**src/rtl/seq_mag_comparator.sv**
```systemverilog
// Sequential magnitude comparator: walks two WIDTH-bit operands MSB-first, DIGIT bits
// per clock, stopping at the first differing chunk. Result is a 3-bit one-hot code.
module seq_mag_comparator #(
  parameter int WIDTH = 16,
  parameter int DIGIT = 4
) (
  input  logic             clk,
  input  logic             rst,
  input  logic             start,
  input  logic [WIDTH-1:0] in1,
  input  logic [WIDTH-1:0] in2,
  input  logic             signed_mode,
  output logic             busy,
  output logic             done,
  output logic [2:0]       out
);

  localparam int NCHUNK = WIDTH / DIGIT;
  localparam int IDX_W  = (NCHUNK > 1) ? $clog2(NCHUNK) : 1;

  localparam logic [IDX_W-1:0] IDX_TOP  = IDX_W'(NCHUNK - 1);
  localparam logic [DIGIT-1:0] MSB_MASK = DIGIT'(1) << (DIGIT - 1);

  localparam logic [1:0] S_IDLE = 2'b00;
  localparam logic [1:0] S_CMP  = 2'b01;
  localparam logic [1:0] S_DONE = 2'b10;

  localparam logic [2:0] CODE_NONE = 3'b000;
  localparam logic [2:0] CODE_LT   = 3'b100;
  localparam logic [2:0] CODE_EQ   = 3'b010;
  localparam logic [2:0] CODE_GT   = 3'b001;

  generate
    if (WIDTH < 1 || DIGIT < 1 || (WIDTH % DIGIT) != 0) begin : g_bad_cfg
      $error("seq_mag_comparator: WIDTH must be a positive multiple of DIGIT");
    end
  endgenerate

  function automatic logic [2:0] chunk_code(input logic [DIGIT-1:0] a,
                                            input logic [DIGIT-1:0] b);
    if (a < b)      return CODE_LT;
    else if (a > b) return CODE_GT;
    else            return CODE_EQ;
  endfunction

  logic [1:0]       state_q, state_d;
  logic [IDX_W-1:0] idx_q,   idx_d;
  logic [WIDTH-1:0] a_q,     a_d;
  logic [WIDTH-1:0] b_q,     b_d;
  logic             sgn_q,   sgn_d;
  logic [2:0]       res_q,   res_d;

  logic [WIDTH-1:0] a_shl, b_shl;
  logic [DIGIT-1:0] a_chunk, b_chunk;
  logic             flip_msb;
  logic [2:0]       cmp_code;

  // Operands shift left after each equal chunk so the live chunk is always the top DIGIT bits.
  generate
    if (NCHUNK > 1) begin : g_shift
      assign a_shl = {a_q[WIDTH-DIGIT-1:0], {DIGIT{1'b0}}};
      assign b_shl = {b_q[WIDTH-DIGIT-1:0], {DIGIT{1'b0}}};
    end else begin : g_noshift
      assign a_shl = '0;
      assign b_shl = '0;
    end
  endgenerate

  // Offset-binary trick: flipping both sign bits on the top chunk makes an unsigned compare signed.
  assign flip_msb = sgn_q && (idx_q == IDX_TOP);
  assign a_chunk  = a_q[WIDTH-1 -: DIGIT] ^ (flip_msb ? MSB_MASK : '0);
  assign b_chunk  = b_q[WIDTH-1 -: DIGIT] ^ (flip_msb ? MSB_MASK : '0);
  assign cmp_code = chunk_code(a_chunk, b_chunk);

  always_comb begin
    state_d = state_q;
    idx_d   = idx_q;
    a_d     = a_q;
    b_d     = b_q;
    sgn_d   = sgn_q;
    res_d   = res_q;
    case (state_q)
      S_IDLE: begin
        if (start) begin
          a_d     = in1;
          b_d     = in2;
          sgn_d   = signed_mode;
          idx_d   = IDX_TOP;
          state_d = S_CMP;
        end
      end
      S_CMP: begin
        if (cmp_code != CODE_EQ) begin
          res_d   = cmp_code;
          state_d = S_DONE;
        end else if (idx_q == '0) begin
          res_d   = CODE_EQ;
          state_d = S_DONE;
        end else begin
          idx_d = idx_q - IDX_W'(1);
          a_d   = a_shl;
          b_d   = b_shl;
        end
      end
      S_DONE: begin
        state_d = S_IDLE;
      end
      default: begin
        state_d = S_IDLE;
      end
    endcase
  end

  always_ff @(posedge clk) begin
    if (rst) begin
      state_q <= S_IDLE;
      idx_q   <= IDX_TOP;
      a_q     <= '0;
      b_q     <= '0;
      sgn_q   <= 1'b0;
      res_q   <= CODE_NONE;
    end else begin
      state_q <= state_d;
      idx_q   <= idx_d;
      a_q     <= a_d;
      b_q     <= b_d;
      sgn_q   <= sgn_d;
      res_q   <= res_d;
    end
  end

  assign busy = (state_q != S_IDLE);
  assign done = (state_q == S_DONE);
  assign out  = res_q;

endmodule

```
**config.mk**
```make
export PLATFORM = sky130hd
export DESIGN_NAME = seq_mag_comparator
export DESIGN_NICKNAME = d
export VERILOG_FILES = /design/src/rtl/seq_mag_comparator.sv
export SDC_FILE = /design/constraint.sdc
export NUM_CORES = 1
export LEC_CHECK = 0
export CELL_PAD_IN_SITES_DETAIL_PLACEMENT = 1
export CELL_PAD_IN_SITES_GLOBAL_PLACEMENT = 1
export CORE_MARGIN = 2
export CORE_UTILIZATION = 42
export DETAILED_ROUTE_END_ITERATION = 7
export PLACE_DENSITY = 0.92
export SLEW_MARGIN = 20
export SYNTH_ARGS = -nofsm -noshare
export SYNTH_HDL_FRONTEND = slang
export SYNTH_SLANG_ARGS = --single-unit
```
**constraint.sdc**
```tcl
create_clock -name clk -period 4.15 [get_ports clk]
set_input_delay 0.6225 -clock clk [delete_from_list [all_inputs] [get_ports clk]]
set_output_delay 0.6225 -clock clk [all_outputs]
set_load 0.01 [all_outputs]
```
; ---- After elaboration in Yosys (flattened, before gate mapping)
; Index checks and enable logic that the tools add are counted.
[totals]
reg_bits = 40
latchBits = 0
ramBits = 0
rom_bits = 0
in_bits = 36
output_inout_bits = 5
word_cells = 50
memories = 0
[classes]
n_addsub = 1
n_mul = 0
div = 0
order_cmp = 2
eq_ne = 8
shifts = 0
mux = 21
bitwise = 2
n_reduce_logical = 10
[op_table]
columns = cell, count
row1 = $mux W16, 6
row2 = $pmux W16 S2, 2
row3 = $mux W2, 7
row4 = $mux W3, 3
row5 = $pmux W2 S2, 2
row6 = $xor A4 B4 Y4, 2
row7 = $ne A2 B2 Y1 const B, 3
row8 = $reduce_and A2 Y1, 3
row9 = $reduce_bool A2 Y1, 3
row10 = $eq A2 B2 Y1 const B, 2
row11 = $gt A4 B4 Y1, 1
row12 = $logic_not A2 Y1, 2
row13 = $lt A4 B4 Y1, 1
row14 = $mux W4, 1
row15 = $reduce_and A4 Y1, 1
row16 = $ne A3 B2 Y1 const B, 1
row17 = $ne A3 B3 Y1 const B, 1
row18 = $eq A2 B1 Y1 const B, 1
row19 = $sub A2 B1 Y2 const B, 1
row20 = $logic_and A1 B1 Y1, 1

; ---- Depth between registers and ports, before layout
; Gate-level depths: netlist of run 1.
[logic_depth]
ltp_word = 10
depth_mapped = 9
mapped_depth_nobuf = 6

; ---- Least setup slack after synthesis of run 1
; OpenSTA, ideal clock, no wires.
[synth_timing]
kind = register -> register
start = register b_q[14]
end = register b_q[0]
setup_ps = 117
arrival_ps = 1774
required_ps = 4033
slack_ps = 2259
stages_incl_launch_ff = 9
path_buffers = 2
synth_period_minus_slack_ps = 1891
cell_sequence = dfxtp_1 inv_1 ha_1 a21oi_1 a2111o_1 a21o_1 buf_6 buf_6 a32o_1
[synth_via]
elab_chain_cells = 7
elab_cells_between_ends = 8
classes_between = 2 x order compare / 2 x eq/ne / 2 x mux / 1 x bitwise / 1 x reduce/logical
[synth_rtl]
columns = element, line_no
row1 = start: declaration, 49  ; logic [WIDTH-1:0] b_q, b_d;
row2 = start signal: assignment, 119  ; b_q <= '0;
row3 = start signal: assignment, 126  ; b_q <= b_d;
row4 = $xor A4 B4 Y4 *, 72  ; assign b_chunk = b_q[WIDTH-1 -: DIGIT] ^ (flip_msb ? MSB_MASK : '0);
row5 = $gt A4 B4 Y1, 42  ; else if (a > b) return CODE_GT;
row6 = $mux W2, 42
row7 = $mux W3 *, 41  ; if (a < b) return CODE_LT;
row8 = $ne A3 B2 Y1 *, 93  ; if (cmp_code != CODE_EQ) begin
row9 = $ne A2 B2 Y1 (no source line) *, -
row10 = $reduce_and A4 Y1 (no source line) *, -
; Every way passes the cells marked *; elsewhere a longest branch is shown, timed or not.
; A chain may end at the register's enable or synchronous reset.

==> impl_metrics.env, run 1 <==
export IMPL_rr_endpoint="b_q[13]"
export IMPL_worstHoldEndpoint="b_q[11]"
export IMPL_outcome="finished clean"
export IMPL_antennaDiodeCount=0
export IMPL_grt_util_all_layers_pct=20.9
export IMPL_grt_max_degree=31
export IMPL_crit_slowest_cell="clkdlybuf4s50_1"
export IMPL_synth_edf_count=0
export IMPL_powerDensity_nw_per_um2=568
export IMPL_clkLatencyLatePin_ps=300
export IMPL_arrival_ps=2490
export IMPL_criticalPathCategory="in -> reg"
export IMPL_yosys_warnings=0
export IMPL_synthArstFlopShare_pct=0
export IMPL_slowest_delay_ps=780
export IMPL_post_route_util_pct=54.6
export IMPL_grt_pass1_vias=1779
export IMPL_stdcell_area_um2=2580
export IMPL_cts_resized=0
export IMPL_path_cells="clkdlybuf4s50_1 > inv_1 > nand2_1 > nor4_1 > a31oi_1"
export IMPL_grt_overflow=0
export IMPL_synth_seq_cells=40
export IMPL_die_width_um=74.1
export IMPL_min_delay_path_class="reg -> reg"
export IMPL_antenna_found_initial=0
export IMPL_wl_um=5390
export IMPL_cp_required_ps=4310
export IMPL_fin_cells=318
export IMPL_hold_path_startpoint="b_q[11]"
export IMPL_initial_utilization_pct=43.7
export IMPL_yosys_cell_types_count=27
export IMPL_cp_max_fo=19
export IMPL_hold_viol=0
export IMPL_layout_drive_gt1_share_pct=15.1
export IMPL_yosysSeqAreaShare_pct=38.8
export IMPL_start_kind="input pin"
export IMPL_post_cts_buffers=0
export IMPL_power_total_mw=1.46
export IMPL_synth_nets=259
export IMPL_skew_ps=3.92
export IMPL_fp_row_count=25
export IMPL_dpl_cell_count=311
export IMPL_leakage_nw=0.979
export IMPL_synthFlopType="dfxtp_1"
export IMPL_nNetsFinal=292
export IMPL_final_period_utilization_pct=56.0
export IMPL_max_slew_margin_pct=50.7
export IMPL_worstMarginPinSlew_ps=737
export IMPL_synth_top_cell_by_area="dfxtp_1"
export IMPL_die_h_um=74.1
export IMPL_firstDrtPassIters=4
export IMPL_whs_path_depth=2
export IMPL_finalCriticalPeriod_ps=2320
export IMPL_rr_worst_depth=8
export IMPL_vias_per_cell=5.51
export IMPL_hold_buffers=0
export IMPL_io_pins=41
export IMPL_slew_viol_final=0
export IMPL_finalSetupViolCount=0
export IMPL_yosys_top_cells_area="dfxtp_1 39%, a211oi_1 18%, mux2_2 13%"
export IMPL_ant_nets=0
export IMPL_critPathBufInv=2
export IMPL_die_area_um2=5490
export IMPL_timing_rr_start="idx_q[0]"
export IMPL_gp_congestion=0.757
export IMPL_grt_setup_unrepaired="no"
export IMPL_coreArea_um2=4720
export IMPL_drc=0
export IMPL_ir_drop_mv=0.308
export IMPL_synth_top_area_share_pct=38.8
export IMPL_synthCells=218
export IMPL_hpwl_um=3590
export IMPL_cts_tree="yes"
export IMPL_routedWlPerCell_um=16.9
export IMPL_clock_path_buffers=2
export IMPL_drt_iter0_markers=84
export IMPL_n_fill_cell=529
export IMPL_r2r_slack_ps=1950
export IMPL_syn_area_um2=2060
export IMPL_htreeDepth=2
export IMPL_cp_depth=5
export IMPL_cts_buffers=5
export IMPL_numPortBuffers=40
export IMPL_cts_sinks=40
export IMPL_critPathTopFamily="buffers and inverters"
export IMPL_syn_avg_cell_area_um2=9.47
export IMPL_fin_tns_setup_ps=0
export IMPL_grt_pass1_wl_um=8670
export IMPL_clock_root_buffer="clkbuf_8"
export IMPL_cp_end_kind="register"
export IMPL_max_freq_mhz=430
export IMPL_clkTransAtPathRegs_ps=70
export IMPL_num_vias=1752
export IMPL_maxCapViolCount=0
export IMPL_place_area_um2=2480
export IMPL_synthToLayoutAreaGrowth_pct=24.9
==> flip-flops by register name (all words and copies together) (netlist names) <==
| name | flops |
|---|---|
| idx_q | 2 |
| a_q | 16 |
| out | 3 |
| b_q | 16 |
| sgn_q | 1 |
| state_q | 2 |
==> report_power, final <==
part / total (mW) / switching, mW / internal (mW)
combinational: 0.635 / 0.371 / 0.265
clock: 0.284 / 0.136 / 0.148
sequential: 0.544 / 0.0602 / 0.484
total: 1.46 / 0.567 / 0.897
==> layout make-up <==
cell class / instances / area [um^2] / area share [%]
sequential: 40 / 801 / 31.1
tap: 67 / 83.8 / 3.25
timing repair buffer: 46 / 445 / 17.3
clock buffer: 7 / 96.3 / 3.74
multi-input combinational: 129 / 1040 / 40.5
inverter: 29 / 109 / 4.22
==> kinds of logic (layout without fill, tap and decap cells) <==
group | count (synthesis) | in the layout | share of synthesized area, %
DFF | 40 | 40 | 38.8
buffers and inverters | 49 | 82 | 10.8
muxes | 24 | 24 | 13.1
adders and majority gates | 5 | 5 | 3.03
AOI/OAI and AO/OA | 74 | 74 | 27.7
xor gates and xnor gates | 1 | 1 | 0.424
and+or+nand+nor | 25 | 25 | 6.18
==> layout by cell type (no fill, tap or decap) <==
cell and n:
buf_4 6, and2_1 1, a21o_1 2, inv_1 29
a31oi_1 2, o41a_1 1, a2111o_1 1, a211oi_1 50
clkdlybuf4s50_1 40, nand2b_1 3, nor2_1 4, nor4_1 2
nor2b_2 1, ha_1 5, o31ai_1 1, nand3_1 2
a32o_1 9, nor2b_1 3, a21oi_1 5, and4b_1 1
o21a_1 1, mux2_2 24, xor2_1 1, dfxtp_1 40
clkbuf_8 7, nand2_1 8, o211ai_1 1, o221ai_1 1
==> routing by layer <==
metal | part of all wire, % | global-route usage (%) | wire (um)
met1 | 47 | 26.8 | 2510
met2 | 49 | 34.5 | 2620
met3 | 3.3 | 4.61 | 178
met4 | 1.6 | 7.27 | 87
met5 | 0 | 0 | 0
==> how the worst max path moves through the flow <==
stage,from,slack [ps],endpoint
final,rst,1830,idx_q[0]
after global routing,rst,1660,idx_q[0]
after CTS,rst,1850,idx_q[0]
after detailed placement,start,1630,a_q[8]
after global placement,start,1690,a_q[0]
after floorplan,b_q[14],2260,b_q[0]
==> worst min-delay path, delay by kind of cell (launching register included) <==
family | cells | cell delay, ps
compound gates | 1 | 50
flops | 1 | 310
buf+inv | 1 | 50
==> Yosys cell counts (2+ instances only) <==
library cell,n
a211oi_1,50
dfxtp_1,40
inv_1,29
mux2_2,24
a32o_1,9
clkbuf_1,9
nand2_1,8
buf_2,7
a21oi_1,5
ha_1,5
buf_6,4
nor2_1,4
nor2b_1,4
nand2b_1,3
a21o_1,2
a31oi_1,2
nand3_1,2
nor4_1,2
==> stage by stage <==
| stage | worst slack [ps] | hold WS [ps] |
|---|---|---|
| 2_1_floorplan | 2260 | 431 |
| 3_3_place_gp | 1690 | 442 |
| 3_5_place_dp | 1630 | 448 |
| 4_1_cts | 1850 | 461 |
| 5_1_grt | 1660 | 484 |
| 6_report | 1830 | 457 |
(Power assumes the default switching activity.)
==> run 2, diff against run 1 <==
--- a/config.mk
+++ b/config.mk
@@ -8,9 +8,9 @@
 export CELL_PAD_IN_SITES_DETAIL_PLACEMENT = 1
 export CELL_PAD_IN_SITES_GLOBAL_PLACEMENT = 1
 export CORE_MARGIN = 2
-export CORE_UTILIZATION = 42
+export CORE_UTILIZATION = 39
 export DETAILED_ROUTE_END_ITERATION = 7
-export PLACE_DENSITY = 0.92
+export PLACE_DENSITY = 0.86
 export SLEW_MARGIN = 20
 export SYNTH_ARGS = -nofsm -noshare
 export SYNTH_HDL_FRONTEND = slang
==> constraint.sdc (replaced) <==
create_clock -name clk -period 2.3 [get_ports clk]
set_input_delay 0.345 -clock clk [delete_from_list [all_inputs] [get_ports clk]]
set_output_delay 0.345 -clock clk [all_outputs]
set_load 0.01 [all_outputs]
==> run 2 against run 1 <==
Compared with the run above:
- clock-buffer cell count down 1
- sequential cell count unchanged
- first-iteration DRC count up 17%
- global-route usage down 0.79 points
- sequential share of layout area down 0.72 points
- worst setup slack worse by 1700 ps
==> impl_metrics.env, run 2 (synthesis results as in run 1) <==
export IMPL_slew_viol_final=0
export IMPL_die_width_um=76.8
export IMPL_grt_util_all_layers_pct=20.1
export IMPL_clock_path_buffers=2
export IMPL_rr_worst_depth=7
export IMPL_grt_pass1_vias=1919
export IMPL_hold_ws_ps=462
export IMPL_power_frac_clock_pct=22.1
export IMPL_p_switching_mw=1.05
export IMPL_fp_row_count=26
export IMPL_grt_pass1_wl_um=9570
export IMPL_cts_buffers=5
export IMPL_finalCriticalPeriod_ps=2140
export IMPL_antennaDiodeCount=0
export IMPL_gp_congestion=0.769
export IMPL_vias_per_cell=5.57
export IMPL_firstDrtPassIters=4
export IMPL_criticalPathCategory="reg -> reg"
export IMPL_path_cells="inv_1 > ha_1 > a21oi_1 > a2111o_1 > a21o_1 > buf_12 > a32o_1"
export IMPL_ir_drop_mv=0.478
export IMPL_slowest_delay_ps=430
export IMPL_place_area_um2=2520
export IMPL_min_delay_path_class="reg -> reg"
export IMPL_cp_startpoint="b_q[14]"
export IMPL_io_pins=41
export IMPL_crit_slowest_cell="a2111o_1"
export IMPL_wl_um=5520
export IMPL_grt_max_degree=29
export IMPL_mostFrequentLayoutCells="50 x a211oi_1, 40 x dfxtp_1, 40 x clkdlybuf4s50_1, 29 x inv_1, 24 x mux2_2"
export IMPL_cp_max_fo=25
export IMPL_htreeDepth=2
export IMPL_max_slew_margin_pct=54.4
export IMPL_cts_sinks=40
export IMPL_p_seq_share_pct=35.2
export IMPL_clkTransAtPathRegs_ps=80
export IMPL_r2r_slack_ps=160
export IMPL_n_fill_cell=572
export IMPL_initial_utilization_pct=40.4
export IMPL_timing_rr_start="b_q[14]"
export IMPL_hold_viol=0
export IMPL_stdcell_area_um2=2640
export IMPL_worstMarginPinSlew_ps=681
export IMPL_final_common_cell="a211oi_1"
export IMPL_cts_tree="yes"
export IMPL_leakage_nw=1.01
export IMPL_dpl_cell_count=315
export IMPL_start_kind="register"
export IMPL_ant_nets=0
export IMPL_endpoint="a_q[1]"
export IMPL_hold_buffers=0
export IMPL_antenna_found_initial=0
export IMPL_finalSetupViolCount=0
export IMPL_skew_ps=7.56
export IMPL_hpwl_um=3700
export IMPL_max_freq_mhz=468
export IMPL_cp_required_ps=2490
export IMPL_regArea_um2=801
export IMPL_final_period_utilization_pct=92.9
export IMPL_fin_cells=323
export IMPL_powerDensity_nw_per_um2=1060
export IMPL_whs_path_depth=2
export IMPL_outcome="finished clean"
export IMPL_post_cts_buffers=0
export IMPL_routedWlPerCell_um=17.1
export IMPL_nNetsFinal=293
export IMPL_drc=0
export IMPL_die_h_um=76.8
export IMPL_clock_root_buffer="clkbuf_8"
export IMPL_grt_overflow=0
export IMPL_multiInputGateArea_um2=1040
export IMPL_grt_setup_unrepaired="no"
export IMPL_synthToLayoutAreaGrowth_pct=27.9
export IMPL_coreArea_um2=5110
export IMPL_fin_tns_setup_ps=0
export IMPL_p_int_mw=1.74
export IMPL_num_vias=1799
export IMPL_hold_path_startpoint="b_q[5]"
export IMPL_numPortBuffers=40
export IMPL_maxCapViolCount=0
export IMPL_clkLatencyLatePin_ps=300
export IMPL_arrival_ps=2320
export IMPL_rr_endpoint="a_q[1]"
export IMPL_pwr_share_comb_pct=42.7
export IMPL_cp_end_kind="register"
export IMPL_die_area_um2=5890
export IMPL_cts_resized=0
export IMPL_sw_frac_of_total_pct=37.7
export IMPL_drt_iter0_markers=98
export IMPL_layout_drive_gt1_share_pct=15.8
==> run 2: worst max-delay path: cells and delay by family, from the launching register on <==
family | cells | cell delay, ps
AOI/OAI and AO/OA | 4 | 1120
adders and majority gates | 1 | 310
buffers and inverters | 2 | 280
DFF | 1 | 320
==> run 2: routing by layer <==
| metal | global-route usage (%) | share of wire, % |
|---|---|---|
| met1 | 26.9 | 48 |
| met2 | 33.1 | 48 |
| met3 | 4.00 | 3.8 |
| met4 | 4.73 | 0.29 |
| met5 | 0 | 0 |
==> run 2: how the worst min path moves through the flow <==
stage | endpoint | slack (ps)
after floorplan | a_q[10] | 430
after CTS | a_q[4] | 460
after global placement | a_q[9] | 440
after global routing | a_q[9] | 490
after detailed placement | a_q[4] | 450
final | b_q[5] | 460
==> run 2: final cells by class <==
class / count / area share [%]
multi-input combinational: 129 / 39.5
sequential: 40 / 30.3
timing repair buffer: 47 / 18.1
clock inverter: 2 / 1.47
tap: 70 / 3.32
inverter: 29 / 4.12
clock buffer: 6 / 3.13
==> run 2: through the flow <==
step	power [mW]	setup WS (ps)	util, %
2_1_floorplan	1.84	409	-
3_3_place_gp	2.13	255	49.3
3_5_place_dp	2.17	170	49.3
4_1_cts	2.81	160	51.7
5_1_grt	2.99	92.8	51.7
6_report	2.79	164	51.7
==> run 2: power groups by stage <==
stage	Sequential (mW)	Clock (mW)	Combinational (mW)
floorplan	0.968	0	0.875
global placement	0.988	0	1.14
detailed placement	0.998	0	1.17
CTS	0.985	0.630	1.19
global route	1.01	0.656	1.32
finish	0.982	0.616	1.19
==> run 3, diff against run 2 <==
--- a/config.mk
+++ b/config.mk
@@ -5,12 +5,14 @@
 export SDC_FILE = /design/constraint.sdc
 export NUM_CORES = 1
 export LEC_CHECK = 0
+export CAP_MARGIN = 30
 export CELL_PAD_IN_SITES_DETAIL_PLACEMENT = 1
 export CELL_PAD_IN_SITES_GLOBAL_PLACEMENT = 1
 export CORE_MARGIN = 2
 export CORE_UTILIZATION = 39
 export DETAILED_ROUTE_END_ITERATION = 7
 export PLACE_DENSITY = 0.86
+export RECOVER_POWER = 100
 export SLEW_MARGIN = 20
 export SYNTH_ARGS = -nofsm -noshare
 export SYNTH_HDL_FRONTEND = slang
==> run 3 against run 2 <==
Compared with the run above:
- fmax barely moved
- sequential cell count did not move
- worst setup slack barely moved
- register-to-register slack barely moved
- sequential share of layout area rose by 0.058 points
- routed wire length barely moved
- highest routed layer unchanged
==> impl_metrics.env, run 3 (synthesis results as in run 1) <==
export IMPL_whs_path_depth=2
export IMPL_synthToLayoutAreaGrowth_pct=27.6
export IMPL_finalCriticalPeriod_ps=2140
export IMPL_die_area_um2=5890
export IMPL_cts_tree="yes"
export IMPL_initial_utilization_pct=40.4
export IMPL_min_delay_path_class="reg -> reg"
export IMPL_clkLatencyLatePin_ps=300
export IMPL_setup_ws_ps=164
export IMPL_fin_tns_setup_ps=0
export IMPL_n_fill_cell=572
export IMPL_rr_endpoint="a_q[1]"
export IMPL_clock_root_buffer="clkbuf_8"
export IMPL_outcome="finished clean"
export IMPL_cp_max_fo=25
export IMPL_firstDrtPassIters=4
export IMPL_max_slew_margin_pct=54.4
export IMPL_gp_congestion=0.769
export IMPL_regArea_um2=801
export IMPL_hpwl_um=3700
export IMPL_finalSetupViolCount=0
export IMPL_grt_pass1_vias=1919
export IMPL_cts_sinks=40
export IMPL_final_common_cell="a211oi_1"
export IMPL_num_vias=1801
export IMPL_grt_overflow=0
export IMPL_max_freq_mhz=468
export IMPL_fp_row_count=26
export IMPL_timing_rr_start="b_q[14]"
export IMPL_ant_nets=0
export IMPL_grt_pass1_wl_um=9570
export IMPL_slew_viol_final=0
export IMPL_drc=0
export IMPL_drt_iter0_markers=99
export IMPL_hold_ws_ps=462
export IMPL_die_width_um=76.8
export IMPL_hold_buffers=0
export IMPL_crit_slowest_cell="a2111o_1"
export IMPL_clkTransAtPathRegs_ps=80
export IMPL_powerDensity_nw_per_um2=1050
export IMPL_nNetsFinal=293
export IMPL_cts_resized=0
export IMPL_antennaDiodeCount=0
export IMPL_vias_per_cell=5.58
export IMPL_cp_required_ps=2490
export IMPL_coreArea_um2=5110
export IMPL_slowest_delay_ps=430
export IMPL_start_kind="register"
export IMPL_post_route_util_pct=51.6
export IMPL_cts_buffers=5
export IMPL_hold_viol=0
export IMPL_dp_slack_ps=170
export IMPL_rr_worst_depth=7
export IMPL_final_period_utilization_pct=92.8
export IMPL_power_total_mw=2.77
export IMPL_htreeDepth=2
export IMPL_ir_drop_mv=0.478
export IMPL_worstMarginPinSlew_ps=682
export IMPL_multiInputGateArea_um2=1040
export IMPL_skew_ps=7.58
export IMPL_path_cells="inv_1 > ha_1 > a21oi_1 > a2111o_1 > a21o_1 > buf_12 > a32o_1"
export IMPL_layout_drive_gt1_share_pct=15.4
export IMPL_mostFrequentLayoutCells="50 x a211oi_1, 40 x dfxtp_1, 34 x clkdlybuf4s50_1, 29 x inv_1, 24 x mux2_2"
export IMPL_r2r_slack_ps=160
export IMPL_grt_setup_unrepaired="no"
export IMPL_maxCapViolCount=0
export IMPL_worstHoldEndpoint="b_q[5]"
export IMPL_hold_path_startpoint="b_q[5]"
export IMPL_grt_util_all_layers_pct=20.1
export IMPL_numPortBuffers=40
export IMPL_clock_path_buffers=2
export IMPL_criticalPathCategory="reg -> reg"
export IMPL_io_pins=41
export IMPL_cp_end_kind="register"
export IMPL_antenna_found_initial=0
export IMPL_grt_max_degree=29
export IMPL_wl_um=5510
export IMPL_arrival_ps=2320
export IMPL_leakage_nw=1.02
export IMPL_routedWlPerCell_um=17.1
export IMPL_post_cts_buffers=0
export IMPL_die_h_um=76.8
run 3: cell types whose count changed in the layout (fill, tap and decap cells not counted), sizes merged:
cell           delta
clkbuf            +1
buf               -1
clkdlybuf4s50     -6
dlygate4sd3       +6
run 3: worst max path at each step:
stage                     startpoint     end  slack [ps]  cells past startpoint
after floorplan              b_q[14]  b_q[0]         410                      8
after global placement       b_q[14]  a_q[0]         260                      7
after detailed placement     b_q[14]  a_q[1]         170                      7
after CTS                    b_q[14]  a_q[1]         160                      7
after global routing         b_q[14]  a_q[1]          90                      7
final                        b_q[14]  a_q[1]         160                      7
run 3: routing by layer:
metal / global-route usage, % / vias up / wire length [um]
met3: 4.00 / 2 / 208
met5: 0 / - / 0
met2: 33.1 / 47 / 2660
li1: - / 868 / -
met1: 26.9 / 884 / 2630
met4: 4.73 / 0 / 16
run 3: cell type report:
class | instances | share of cell area (%)
clock buffers | 6 | 3.13
clock inverters | 2 | 1.47
inverters | 29 | 4.13
multi-input cells | 129 | 39.5
flip-flops and latches | 40 | 30.4
well taps | 70 | 3.32
repair buffers | 47 | 18.0
run 3: critical path: cells and delay by family, from the launching register on:
family          cells  cell delay (ps)
compound gates      4             1120
flops               1              320
fa+ha+maj           1              310
buf+inv             2              280
run 3: where the power goes:
part / internal [mW] / total [mW] / switching, mW
registers: 0.873 / 0.981 / 0.107
clock network: 0.355 / 0.616 / 0.261
logic: 0.497 / 1.18 / 0.681
total: 1.73 / 2.77 / 1.05
run 3: per-stage QoR:
stage	cells	instance area, um^2
floorplan	218	2060
global placement	315	2520
detailed placement	315	2520
CTS	323	2640
global route	323	2640
finish	323	2640
